`config.mk`:
```
export PLATFORM = sky130hd
export DESIGN_NAME = mem_seg_reg_flat
export DESIGN_NICKNAME = d
export VERILOG_FILES = /design/src/rtl/mem_seg_reg_if.sv /design/src/rtl/mem_seg_reg.sv /design/src/flat_wrapper.sv
export SDC_FILE = /design/constraint.sdc
export NUM_CORES = 1
export LEC_CHECK = 0
export CORE_AREA = 2 2 134 97
export DETAILED_ROUTE_END_ITERATION = 16
export DIE_AREA = 0 0 136 99
export PLACE_DENSITY = 0.84
export RECOVER_POWER = 50
export SYNTH_ARGS = -nofsm -noshare
export SYNTH_HDL_FRONTEND = slang
export SYNTH_SLANG_ARGS = --single-unit
```
`constraint.sdc`:
```
create_clock -name clk -period 2.95 [get_ports clk]
set_input_delay 0.59 -clock clk [delete_from_list [all_inputs] [get_ports clk]]
set_output_delay 0.59 -clock clk [all_outputs]
set_load 0.05 [all_outputs]
```
`src/rtl/mem_seg_reg_if.sv`:
```
// rtl/mem_seg_reg_if.sv - data-memory request bus between the EX-MEM stage and data memory
//
// Purpose : carries the aligned memory request from the EX-MEM segment register
//           to the data memory and the single-cycle completion pulse back.
// Signals : AluOutM    - registered ALU result / memory address
//           StoreDataM - byte-aligned store data
//           MemWriteM  - byte-aligned write mask (0000 for loads and non-memory ops)
//           MemReqM    - request, high for every ACCESS cycle
//           MemAckM    - completion pulse from memory
// Modports: master - pipeline stage side; slave - memory side.
interface mem_seg_reg_if;
  logic [31:0] AluOutM;
  logic [31:0] StoreDataM;
  logic [3:0]  MemWriteM;
  logic        MemReqM;
  logic        MemAckM;

  modport master (
    output AluOutM, StoreDataM, MemWriteM, MemReqM,
    input  MemAckM
  );

  modport slave (
    input  AluOutM, StoreDataM, MemWriteM, MemReqM,
    output MemAckM
  );
endinterface

```
`src/rtl/mem_seg_reg.sv`:
```
// rtl/mem_seg_reg.sv - EX-MEM segment register with data-memory request handshake
//
// Purpose : registers EX-stage results for the MEM stage, byte-aligns stores,
//           issues one memory request per load/store and stalls the pipeline
//           until the memory acknowledges or WAIT_TIMEOUT cycles elapse.
// Ports   : clk, rst_n            - clock, asynchronous active-low reset
//           i_en, i_clear         - stage enable (0 = hold), synchronous flush
//           i_*E                  - EX-stage results and control
//           io_dmem (master)      - AluOutM/StoreDataM/MemWriteM/MemReqM out, MemAckM in
//           o_*M                  - remaining registered MEM-stage values
//           o_StallMem            - freeze request for upstream stages and this one
//           o_MisalignM           - captured store crossed a word boundary and was dropped
//           o_MemTimeout          - sticky: an access was aborted after WAIT_TIMEOUT cycles
// Option  : MEM_PERF_CNT_EN adds o_PerfAccCnt (accesses started) and
//           o_PerfStallCnt (cycles with o_StallMem high), both wrapping 32-bit.
module mem_seg_reg #(
  parameter int WAIT_TIMEOUT = 15
) (
  input  logic          clk,
  input  logic          rst_n,
  input  logic          i_en,
  input  logic          i_clear,
  input  logic [31:0]   i_AluOutE,
  input  logic [31:0]   i_StoreDataE,
  input  logic [4:0]    i_RdE,
  input  logic [31:0]   i_PCE,
  input  logic [2:0]    i_RegWriteE,
  input  logic          i_MemToRegE,
  input  logic [3:0]    i_MemWriteE,
  input  logic          i_LoadNpcE,
  mem_seg_reg_if.master io_dmem,
  output logic [4:0]    o_RdM,
  output logic [31:0]   o_PCM,
  output logic [2:0]    o_RegWriteM,
  output logic          o_MemToRegM,
  output logic          o_LoadNpcM,
  output logic          o_StallMem,
  output logic          o_MisalignM,
  output logic          o_MemTimeout
`ifdef MEM_PERF_CNT_EN
  ,
  output logic [31:0]   o_PerfAccCnt,
  output logic [31:0]   o_PerfStallCnt
`endif
);

  typedef enum logic {S_IDLE, S_ACCESS} state_t;

  localparam logic [7:0] LP_WAIT_LAST = 8'(WAIT_TIMEOUT - 1);

  state_t      r_state;
  state_t      w_state_nxt;
  logic [7:0]  r_wait;

  logic [31:0] r_AluOutM;
  logic [31:0] r_StoreDataM;
  logic [4:0]  r_RdM;
  logic [31:0] r_PCM;
  logic [2:0]  r_RegWriteM;
  logic        r_MemToRegM;
  logic [3:0]  r_MemWriteM;
  logic        r_LoadNpcM;
  logic        r_MisalignM;
  logic        r_MemTimeout;

  logic [1:0]  w_off;
  logic [6:0]  w_mask_wide;
  logic        w_misalign;
  logic [3:0]  w_mask;
  logic [31:0] w_sdata;
  logic        w_is_acc;
  logic        w_stall;
  logic        w_capture;
  logic        w_start;
  logic        w_timeout;

  // Store alignment: widen the mask so bits pushed past lane 3 are visible
  // and mark the store misaligned instead of silently wrapping.
  assign w_off       = i_AluOutE[1:0];
  assign w_mask_wide = {3'b000, i_MemWriteE} << w_off;
  assign w_misalign  = |w_mask_wide[6:4];
  assign w_mask      = w_misalign ? 4'b0000 : w_mask_wide[3:0];
  assign w_sdata     = i_StoreDataE << {w_off, 3'b000};
  assign w_is_acc    = i_MemToRegE | (|w_mask);

  // The ack cycle itself is not a stall, so the ack edge also captures the
  // next instruction; clear during a pending access is ignored because no
  // capture happens while stalled.
  assign w_stall   = (r_state == S_ACCESS) & ~io_dmem.MemAckM;
  assign w_capture = i_en & ~w_stall;
  assign w_start   = w_capture & ~i_clear & w_is_acc;

  always_ff @(posedge clk or negedge rst_n) begin
    if (!rst_n) begin
      r_state <= S_IDLE;
    end else begin
      r_state <= w_state_nxt;
    end
  end

  // The handshake advances regardless of i_en so a single-cycle ack is never lost.
  always_comb begin
    w_state_nxt = r_state;
    w_timeout   = 1'b0;
    case (r_state)
      S_IDLE: begin
        if (w_start) w_state_nxt = S_ACCESS;
      end
      S_ACCESS: begin
        if (io_dmem.MemAckM) begin
          w_state_nxt = w_start ? S_ACCESS : S_IDLE;
        end else if (r_wait == LP_WAIT_LAST) begin
          w_state_nxt = S_IDLE;
          w_timeout   = 1'b1;
        end
      end
      default: w_state_nxt = S_IDLE;
    endcase
  end

  always_ff @(posedge clk or negedge rst_n) begin
    if (!rst_n) begin
      r_wait <= 8'd0;
    end else if (w_start) begin
      r_wait <= 8'd0;
    end else if ((r_state == S_ACCESS) && !io_dmem.MemAckM) begin
      r_wait <= r_wait + 8'd1;
    end
  end

  always_ff @(posedge clk or negedge rst_n) begin
    if (!rst_n) begin
      r_AluOutM    <= '0;
      r_StoreDataM <= '0;
      r_RdM        <= '0;
      r_PCM        <= '0;
      r_RegWriteM  <= '0;
      r_MemToRegM  <= 1'b0;
      r_MemWriteM  <= '0;
      r_LoadNpcM   <= 1'b0;
      r_MisalignM  <= 1'b0;
      r_MemTimeout <= 1'b0;
    end else begin
      if (w_capture) begin
        if (i_clear) begin
          r_AluOutM    <= '0;
          r_StoreDataM <= '0;
          r_RdM        <= '0;
          r_PCM        <= '0;
          r_RegWriteM  <= '0;
          r_MemToRegM  <= 1'b0;
          r_MemWriteM  <= '0;
          r_LoadNpcM   <= 1'b0;
          r_MisalignM  <= 1'b0;
        end else begin
          r_AluOutM    <= i_AluOutE;
          r_StoreDataM <= w_sdata;
          r_RdM        <= i_RdE;
          r_PCM        <= i_PCE;
          r_RegWriteM  <= i_RegWriteE;
          r_MemToRegM  <= i_MemToRegE;
          r_MemWriteM  <= w_mask;
          r_LoadNpcM   <= i_LoadNpcE;
          r_MisalignM  <= w_misalign;
        end
      end else if (w_timeout) begin
        // An aborted access must not write memory or the register file.
        r_MemWriteM <= '0;
        r_MemToRegM <= 1'b0;
      end
      if (w_timeout) r_MemTimeout <= 1'b1;
    end
  end

  assign io_dmem.AluOutM    = r_AluOutM;
  assign io_dmem.StoreDataM = r_StoreDataM;
  assign io_dmem.MemWriteM  = r_MemWriteM;
  assign io_dmem.MemReqM    = (r_state == S_ACCESS);
  assign o_RdM              = r_RdM;
  assign o_PCM              = r_PCM;
  assign o_RegWriteM        = r_RegWriteM;
  assign o_MemToRegM        = r_MemToRegM;
  assign o_LoadNpcM         = r_LoadNpcM;
  assign o_StallMem         = w_stall;
  assign o_MisalignM        = r_MisalignM;
  assign o_MemTimeout       = r_MemTimeout;

`ifdef MEM_PERF_CNT_EN
  logic [31:0] r_perf_acc;
  logic [31:0] r_perf_stall;

  // Every access start is counted, including one launched on the ack edge of
  // the previous access.
  always_ff @(posedge clk or negedge rst_n) begin
    if (!rst_n) begin
      r_perf_acc   <= '0;
      r_perf_stall <= '0;
    end else begin
      if (w_start) r_perf_acc   <= r_perf_acc + 32'd1;
      if (w_stall) r_perf_stall <= r_perf_stall + 32'd1;
    end
  end

  assign o_PerfAccCnt   = r_perf_acc;
  assign o_PerfStallCnt = r_perf_stall;
`endif

endmodule

```
`src/flat_wrapper.sv`:
```
// flat-port wrapper written by rule: the top's interface ports become plain ports
module mem_seg_reg_flat 
#(
  parameter int WAIT_TIMEOUT = 15
)
  (clk, rst_n, i_en, i_clear, i_AluOutE, i_StoreDataE, i_RdE, i_PCE, i_RegWriteE, i_MemToRegE, i_MemWriteE, i_LoadNpcE, o_RdM, o_PCM, o_RegWriteM, o_MemToRegM, o_LoadNpcM, o_StallMem, o_MisalignM, o_MemTimeout, io_dmem_AluOutM, io_dmem_StoreDataM, io_dmem_MemWriteM, io_dmem_MemReqM, io_dmem_MemAckM);
  mem_seg_reg_if io_dmem_i ();
  input  logic clk;
  input  logic rst_n;
  input  logic i_en;
  input  logic i_clear;
  input  logic [31:0] i_AluOutE;
  input  logic [31:0] i_StoreDataE;
  input  logic [4:0] i_RdE;
  input  logic [31:0] i_PCE;
  input  logic [2:0] i_RegWriteE;
  input  logic i_MemToRegE;
  input  logic [3:0] i_MemWriteE;
  input  logic i_LoadNpcE;
  output logic [4:0] o_RdM;
  output logic [31:0] o_PCM;
  output logic [2:0] o_RegWriteM;
  output logic o_MemToRegM;
  output logic o_LoadNpcM;
  output logic o_StallMem;
  output logic o_MisalignM;
  output logic o_MemTimeout;
  output wire logic [$bits(io_dmem_i.AluOutM)-1:0] io_dmem_AluOutM;
  output wire logic [$bits(io_dmem_i.StoreDataM)-1:0] io_dmem_StoreDataM;
  output wire logic [$bits(io_dmem_i.MemWriteM)-1:0] io_dmem_MemWriteM;
  output wire logic [$bits(io_dmem_i.MemReqM)-1:0] io_dmem_MemReqM;
  input wire logic [$bits(io_dmem_i.MemAckM)-1:0] io_dmem_MemAckM;
  assign io_dmem_AluOutM = io_dmem_i.AluOutM;
  assign io_dmem_StoreDataM = io_dmem_i.StoreDataM;
  assign io_dmem_MemWriteM = io_dmem_i.MemWriteM;
  assign io_dmem_MemReqM = io_dmem_i.MemReqM;
  assign io_dmem_i.MemAckM = io_dmem_MemAckM;
  mem_seg_reg #(.WAIT_TIMEOUT(WAIT_TIMEOUT)) u_core (.clk(clk), .rst_n(rst_n), .i_en(i_en), .i_clear(i_clear), .i_AluOutE(i_AluOutE), .i_StoreDataE(i_StoreDataE), .i_RdE(i_RdE), .i_PCE(i_PCE), .i_RegWriteE(i_RegWriteE), .i_MemToRegE(i_MemToRegE), .i_MemWriteE(i_MemWriteE), .i_LoadNpcE(i_LoadNpcE), .io_dmem(io_dmem_i), .o_RdM(o_RdM), .o_PCM(o_PCM), .o_RegWriteM(o_RegWriteM), .o_MemToRegM(o_MemToRegM), .o_LoadNpcM(o_LoadNpcM), .o_StallMem(o_StallMem), .o_MisalignM(o_MisalignM), .o_MemTimeout(o_MemTimeout));
endmodule
```
# ---- After elaboration in Yosys (flattened, before gate mapping)
# Index checks and enable logic that the tools add are counted.
dict set report word_totals {
  out_inout_bits 114
  elab_cells 54
  in_bits 115
  regBits 121
}
dict set report classes {
  n_eq_ne 1
  n_reduce_logical 6
  addsub 1
  bitwise 9
  n_mux 23
  n_shift 2
}
# cell n
set op_table {}
lappend op_table {{$mux W32} 3}
lappend op_table {{$shl A32 B5 Y32} 1}
lappend op_table {{$mux W4} 4}
lappend op_table {{$mux W8} 2}
lappend op_table {{$mux W1} 11}
lappend op_table {{$add A8 B1 Y8 const B} 1}
lappend op_table {{$eq A8 B4 Y1 const B} 1}
lappend op_table {{$shl A4 B2 Y7} 1}
lappend op_table {{$mux W5} 1}
lappend op_table {{$and A1 B1 Y1} 4}
lappend op_table {{$not A1 Y1} 4}
lappend op_table {{$reduce_bool A2 Y1} 2}
lappend op_table {{$reduce_or A4 Y1} 1}
lappend op_table {{$mux W3} 1}
lappend op_table {{$reduce_or A3 Y1} 1}
lappend op_table {{$pmux W1 S2} 1}
lappend op_table {{$logic_and A1 B1 Y1} 1}
lappend op_table {{$logic_not A1 Y1} 1}
lappend op_table {{$or A1 B1 Y1} 1}

# ---- Logic depth before layout (Yosys ltp)
dict set report logic_depth {
  ltp_word 9
  ltp_mapped 8
  mapped_depth_nobuf 7
}

# ---- Worst setup path after synthesis
# Ideal clock, no wire load.
dict set report synth_timing {
  path_type {input to register}
  from {input i_AluOutE[0]}
  to {register u_core.r_wait[1]}
  path_slack_ns 0.965
  cell_stages 6
  setup_time_ns 0.088
  n_path_buf 1
  required_time_ns 2.862
  arrival_ns 1.897
  cell_sequence {buf_6 mux2i_4 a221oi_2 or4_4 o21a_4 a211oi_2}
}
dict set report synth_via {
  elab_chain_cells 7
  elab_cells_between_ends 8
  cone_classes {shift: 1; mux: 2; bitwise: 2; reduce/logical: 3}
}
# element line
set synth_rtl {}
lappend synth_rtl {{from (decl)} flat_wrapper.sv:12} ;# input logic [31:0] i_AluOutE;
lappend synth_rtl {{$shl A4 B2 Y7 (*)} mem_seg_reg.sv:80} ;# assign w_mask_wide = {3'b000, i_MemWriteE} << w_off;
lappend synth_rtl {{$reduce_or A3 Y1} mem_seg_reg.sv:81} ;# assign w_misalign = |w_mask_wide[6:4];
lappend synth_rtl {{$mux W4 (*)} mem_seg_reg.sv:82} ;# assign w_mask = w_misalign ? 4'b0000 : w_mask_wide[3:0];
lappend synth_rtl {{$reduce_or A4 Y1 (*)} mem_seg_reg.sv:84} ;# assign w_is_acc = i_MemToRegE | (|w_mask);
lappend synth_rtl {{$or A1 B1 Y1 (*)} mem_seg_reg.sv:84}
lappend synth_rtl {{$and A1 B1 Y1 (*)} mem_seg_reg.sv:91} ;# assign w_start = w_capture & ~i_clear & w_is_acc;
lappend synth_rtl {{$mux W8 or $reduce_bool A2 Y1 (tied branches)} n/a}
lappend synth_rtl {{to (signal assigned)} mem_seg_reg.sv:127} ;# r_wait <= r_wait + 8'd1;
lappend synth_rtl {{to (decl)} mem_seg_reg.sv:53} ;# logic [7:0] r_wait;
# Mark *: on every way between the ends. The rest lies on a longest branch, timed or not.
# A chain may end at the register's enable or synchronous reset.

# ---- Worst setup path after layout
dict set report layout_timing {
  from {input io_dmem_MemAckM}
  to {output o_StallMem}
}
dict set report layout_via {
  elab_chain_cells 2
}
# element line
set layout_rtl {}
lappend layout_rtl {{from (decl)} flat_wrapper.sv:32} ;# input wire logic [$bits(io_dmem_i.MemAckM)-1:0] io_dmem_MemAckM;
lappend layout_rtl {{$not A1 Y1} mem_seg_reg.sv:89} ;# assign w_stall = (r_state == S_ACCESS) & ~io_dmem.MemAckM;
lappend layout_rtl {{$and A1 B1 Y1} mem_seg_reg.sv:89}
lappend layout_rtl {{to (decl)} flat_wrapper.sv:25} ;# output logic o_StallMem;
# Every way passes these cells.

==> results by group <==
Setup path
  – Data arrival time at the worst-slack endpoint: between 1.5 and 2 ns
  – Maximum cell stage delay along the critical path: approximately 0.57 ns
  – Critical path cell sequence: dlygate4sd3_1 -> nand2b_1 -> inv_1 -> buf_12
  – Worst Setup Start Kind: input port
  – End of the worst register-to-register path: u_core.io_dmem.MemWriteM[2]
  – Critical path type: in -> out
  – Logic depth of the worst setup path including buffers: 4
  – Minimum setup slack among reg-to-reg paths: between 0.8 and 0.9 ns
  – Slowest stage cell on the critical path: sky130_fd_sc_hd__dlygate4sd3_1
  – Worst flop-to-flop path startpoint: u_core.r_wait[0]
  – Critical path peak fanout: 6
  – Kind of end point of the critical path: output port
  – Buf/Inv on CP: 3
  – Required @ worst endpoint: about 2.4 ns
  – Family with the most delay on the worst path: buffers and inverters
  – Number of cells traversed by the worst register-to-register path: 6

Synth
  – Adder-cell share of the synthesized area: less than 1%
  – Sequential cell area fraction in the yosys report: a little under three fifths
  – Number of nets produced by synthesis: roughly 680
  – Synthesized-area fraction occupied by xor and xnor cells: less than 1%
  – Fraction of post-synthesis cell area in the top cell type by area: ~55%
  – Post-synthesis simple-gate area fraction: between 20% and 30%
  – Leading post-synthesis cells by cell area: sky130_fd_sc_hd__dfrtp_1 55%, sky130_fd_sc_hd__nand2b_1 8.7%, sky130_fd_sc_hd__o21ai_0 8.6%
  – Dominant combinational cell family by area after synthesis: simple AND/OR/NAND/NOR gates
  – Synth unique cells: 36
  – Dominant cell type by area after synthesis: sky130_fd_sc_hd__dfrtp_1
  – Synthesized flop and latch total: roughly 120
  – Yosys synthesis warning count: 0
  – Share of cell area taken by muxes after synthesis: under 10%
  – Complex-gate fraction of the synthesized area: 15.5%
  – Synthesized area per cell: between 9 and 10 µm²
  – Gate Count Post-Synth: between 500 and 600
  – Netlist Area Pre-Place: about 5500 µm²

Clocking
  – TritonCTS clock tree: yes
  – Sink count of the clock tree: roughly 120
  – Clock transition at the register clock pins on the worst setup and hold paths after CTS: ~0.050 ns
  – H-tree levels: 4
  – Post-CTS Setup Repair Bufs: 0
  – Maximum number of buffers from clock root to sink: 2
  – Later-pin clock latency in the skew report: between 0.4 and 0.5 ns
  – CTS Hold Bufs: 0
  – # resized after CTS: 0
  – Number of CTS-inserted buffers: 17
  – Root Driver: sky130_fd_sc_hd__clkbuf_16

Drt
  – DRT Pass-1 Iters: 5
  – Number of nets still failing antenna checks after routing: 0
  – Routed wirelength normalized by instance count: between 15 and 20 µm
  – # DRC: 0
  – Count of vias placed by the detailed router: 4,840
  – Per-cell via count in the routed design: 5.09
  – Drt first-iter violations: 279
  – WL final: 15.7 mm

Final layout
  – N_diodes: 0
  – Layout cell share with drive strength beyond 1: 6.85%
  – Post-Layout Inst Area: ~8500 µm²
  – Final cell utilization of the core: around 70%
  – Top library cells by usage in the layout, fill and taps aside: 222 x sky130_fd_sc_hd__clkdlybuf4s50_1, 121 x sky130_fd_sc_hd__dfrtp_1, 107 x sky130_fd_sc_hd__nand2_1
  – Area Growth Syn to Fin: 56.5%
  – Final instance count without filler cells: 950
  – Count of nets after finishing: around 900
  – Filler Cell Count: a little under 900
  – Most common cell after layout, fill and taps aside: sky130_fd_sc_hd__clkdlybuf4s50_1

Timing
  – Remaining max-slew budget at the tightest pin: -47.0%
  – Total setup violations reported at the end of the flow: 0
  – Slew @ Worst Pin: around 2.2 ns
  – Total Negative Setup Slacks: 0 ns
  – Worst Skew: 0.00750 ns
  – Number of hold violations in the final report: 0
  – Share of the clock period used by the worst path after layout: a little over four fifths
  – Minimum period implied by the final worst setup slack: around 2.5 ns
  – Unrepaired setup endpoints after global routing: false
  – Max-slew violation total from the final report: 39
  – Achievable frequency: roughly 400 MHz

Global route
  – Residual overflow from global routing: 0
  – Initial antenna violation count: 0
  – Global-route total usage across every layer: 23.9%
  – Pin count of the biggest net entering global routing: 180
  – Number of global-route vias before repair: slightly below 5,000
  – Global-route wire length before repair: 25.0 mm

Floorplanning
  – Initial standard-cell utilization of the core: 44.9%
  – Number of primary I/O pins: 229
  – Die area: about 13,000 µm²
  – Standard cell core area: about 12,000 µm²
  – Width of the die: 136 µm
  – Y dimension of the die: a little under 100 µm
  – Number of placement rows: 34

Place
  – Area post-placement: 7880 µm²
  – Final RePlAce weighted congestion: between 0.9 and 1
  – Half-perimeter wire length of the detailed placement result: between 10 and 15 mm
  – Port Buffers: 228
  – Placed instance count: 918

Hold path
  – Worst Hold Path Cells: 2
  – Hold Startpoint: u_core.o_RdM[1]
  – Tightest Hold Check Type: reg -> reg
  – Destination of the worst hold path: u_core.o_RdM[1]

Power
  – Leak Pwr: around 0.0037 µW
  – PwrDens: 669 nW/µm²
  – IR drop worst, VDD: roughly 0.00040 V
  – Final Total Pwr: ~5700 µW

Run status
  – Status: complete, but fails checks
  – Failing checks: max-capacitance violations, max-slew violations

Flow run
  – Number of max-cap violations: 1
==> cells in the mapped netlist <==
master	n
sky130_fd_sc_hd__nor3b_1	1
sky130_fd_sc_hd__a21boi_0	1
sky130_fd_sc_hd__a221oi_2	1
sky130_fd_sc_hd__ha_1	2
sky130_fd_sc_hd__nor3_1	1
sky130_fd_sc_hd__buf_2	7
sky130_fd_sc_hd__buf_1	1
sky130_fd_sc_hd__nand2b_1	76
sky130_fd_sc_hd__a211oi_2	1
sky130_fd_sc_hd__buf_6	1
sky130_fd_sc_hd__clkbuf_1	29
sky130_fd_sc_hd__nor2_1	18
sky130_fd_sc_hd__a32o_1	9
sky130_fd_sc_hd__and4b_1	1
sky130_fd_sc_hd__or4_4	1
sky130_fd_sc_hd__nor2_2	1
sky130_fd_sc_hd__nor4bb_1	1
sky130_fd_sc_hd__o21a_4	1
sky130_fd_sc_hd__o21ai_0	94
sky130_fd_sc_hd__a21o_1	1
sky130_fd_sc_hd__a21oi_1	13
sky130_fd_sc_hd__nand4_1	3
sky130_fd_sc_hd__nand3b_1	1
sky130_fd_sc_hd__xor2_1	6
sky130_fd_sc_hd__dfrtp_1	121
sky130_fd_sc_hd__mux2_2	2
sky130_fd_sc_hd__mux2i_4	1
sky130_fd_sc_hd__a211o_1	8
sky130_fd_sc_hd__inv_1	4
sky130_fd_sc_hd__a22o_1	11
sky130_fd_sc_hd__buf_4	1
sky130_fd_sc_hd__mux2i_1	16
sky130_fd_sc_hd__nand2_1	108
sky130_fd_sc_hd__or2_2	3
sky130_fd_sc_hd__or4b_1	1
sky130_fd_sc_hd__nor2b_1	11
==> worst max-delay path by stage <==
stage / startpoint / to / slack, ns
after floorplan: i_AluOutE[0] / u_core.r_wait[1] / 0.97
after detailed placement: i_AluOutE[1] / u_core.r_wait[1] / 0.41
after global placement: i_AluOutE[1] / u_core.r_wait[1] / 0.45
final: io_dmem_MemAckM / o_StallMem / 0.47
after global routing: rst_n / u_core.io_dmem.AluOutM[10] / 0.43
after CTS: io_dmem_MemAckM / o_StallMem / 0.59
==> flip-flops by register name, indices dropped and copies added, names as in the netlist, 3 cells and up <==
name / count
u_core.o_PCM: 32
u_core.io_dmem.MemWriteM: 4
u_core.o_RegWriteM: 3
u_core.io_dmem.AluOutM: 32
u_core.r_wait: 8
u_core.io_dmem.StoreDataM: 32
u_core.o_RdM: 5
==> cell families after synthesis <==
group / count (synthesis)
AND/OR/NAND/NOR: 227
AO/OA/AOI/OAI: 140
flip-flops: 121
buffers and inverters: 43
multiplexers: 19
XOR/XNOR: 6
adder cells (fa/ha/maj): 2
==> layer usage <==
metal / wire [µm] / up-vias / GRT usage (%)
li1: - / 2311 / -
met1: 6710 / 2283 / 31.5
met2: 7300 / 222 / 37.7
met3: 1410 / 24 / 7.72
met4: 257 / 0 / 7.37
met5: 0 / - / 0
==> layout make-up <==
cell class / instances / area [µm²] / share of cell area [%]
tap: 162 / 203 / 2.37
timing repair buffer: 237 / 2360 / 27.7
clock inverter: 12 / 220 / 2.58
inverter: 4 / 15.0 / 0.176
sequential: 121 / 3030 / 35.4
multi-input combinational: 394 / 2260 / 26.5
clock buffer: 20 / 457 / 5.34
==> worst reg2reg max path, cell delays in order, from the launching register on <==
cell and delay (ns):
sky130_fd_sc_hd__dfrtp_1 0.42, sky130_fd_sc_hd__inv_1 0.10, sky130_fd_sc_hd__ha_1 0.14, sky130_fd_sc_hd__or4b_1 0.44
sky130_fd_sc_hd__nor3b_1 0.42, sky130_fd_sc_hd__a21oi_1 0.21, sky130_fd_sc_hd__a32o_1 0.25
==> per-stage QoR <==
stage / hold slack (ns) / setup WS, ns
floorplan: 0.294 / 0.965
global placement: 0.462 / 0.449
detailed placement: 0.469 / 0.415
CTS: 0.165 / 0.585
global route: 0.503 / 0.430
finish: 0.476 / 0.467
==> where the power goes <==
part           switching (µW)  leakage, µW  total (µW)  internal [µW]
registers                 101      0.00160        1920           1820
clock network             749     0.000330        2380           1630
logic                     895      0.00176        1420            525
total                    1740      0.00369        5720           3970
(Power assumes the default switching activity.)
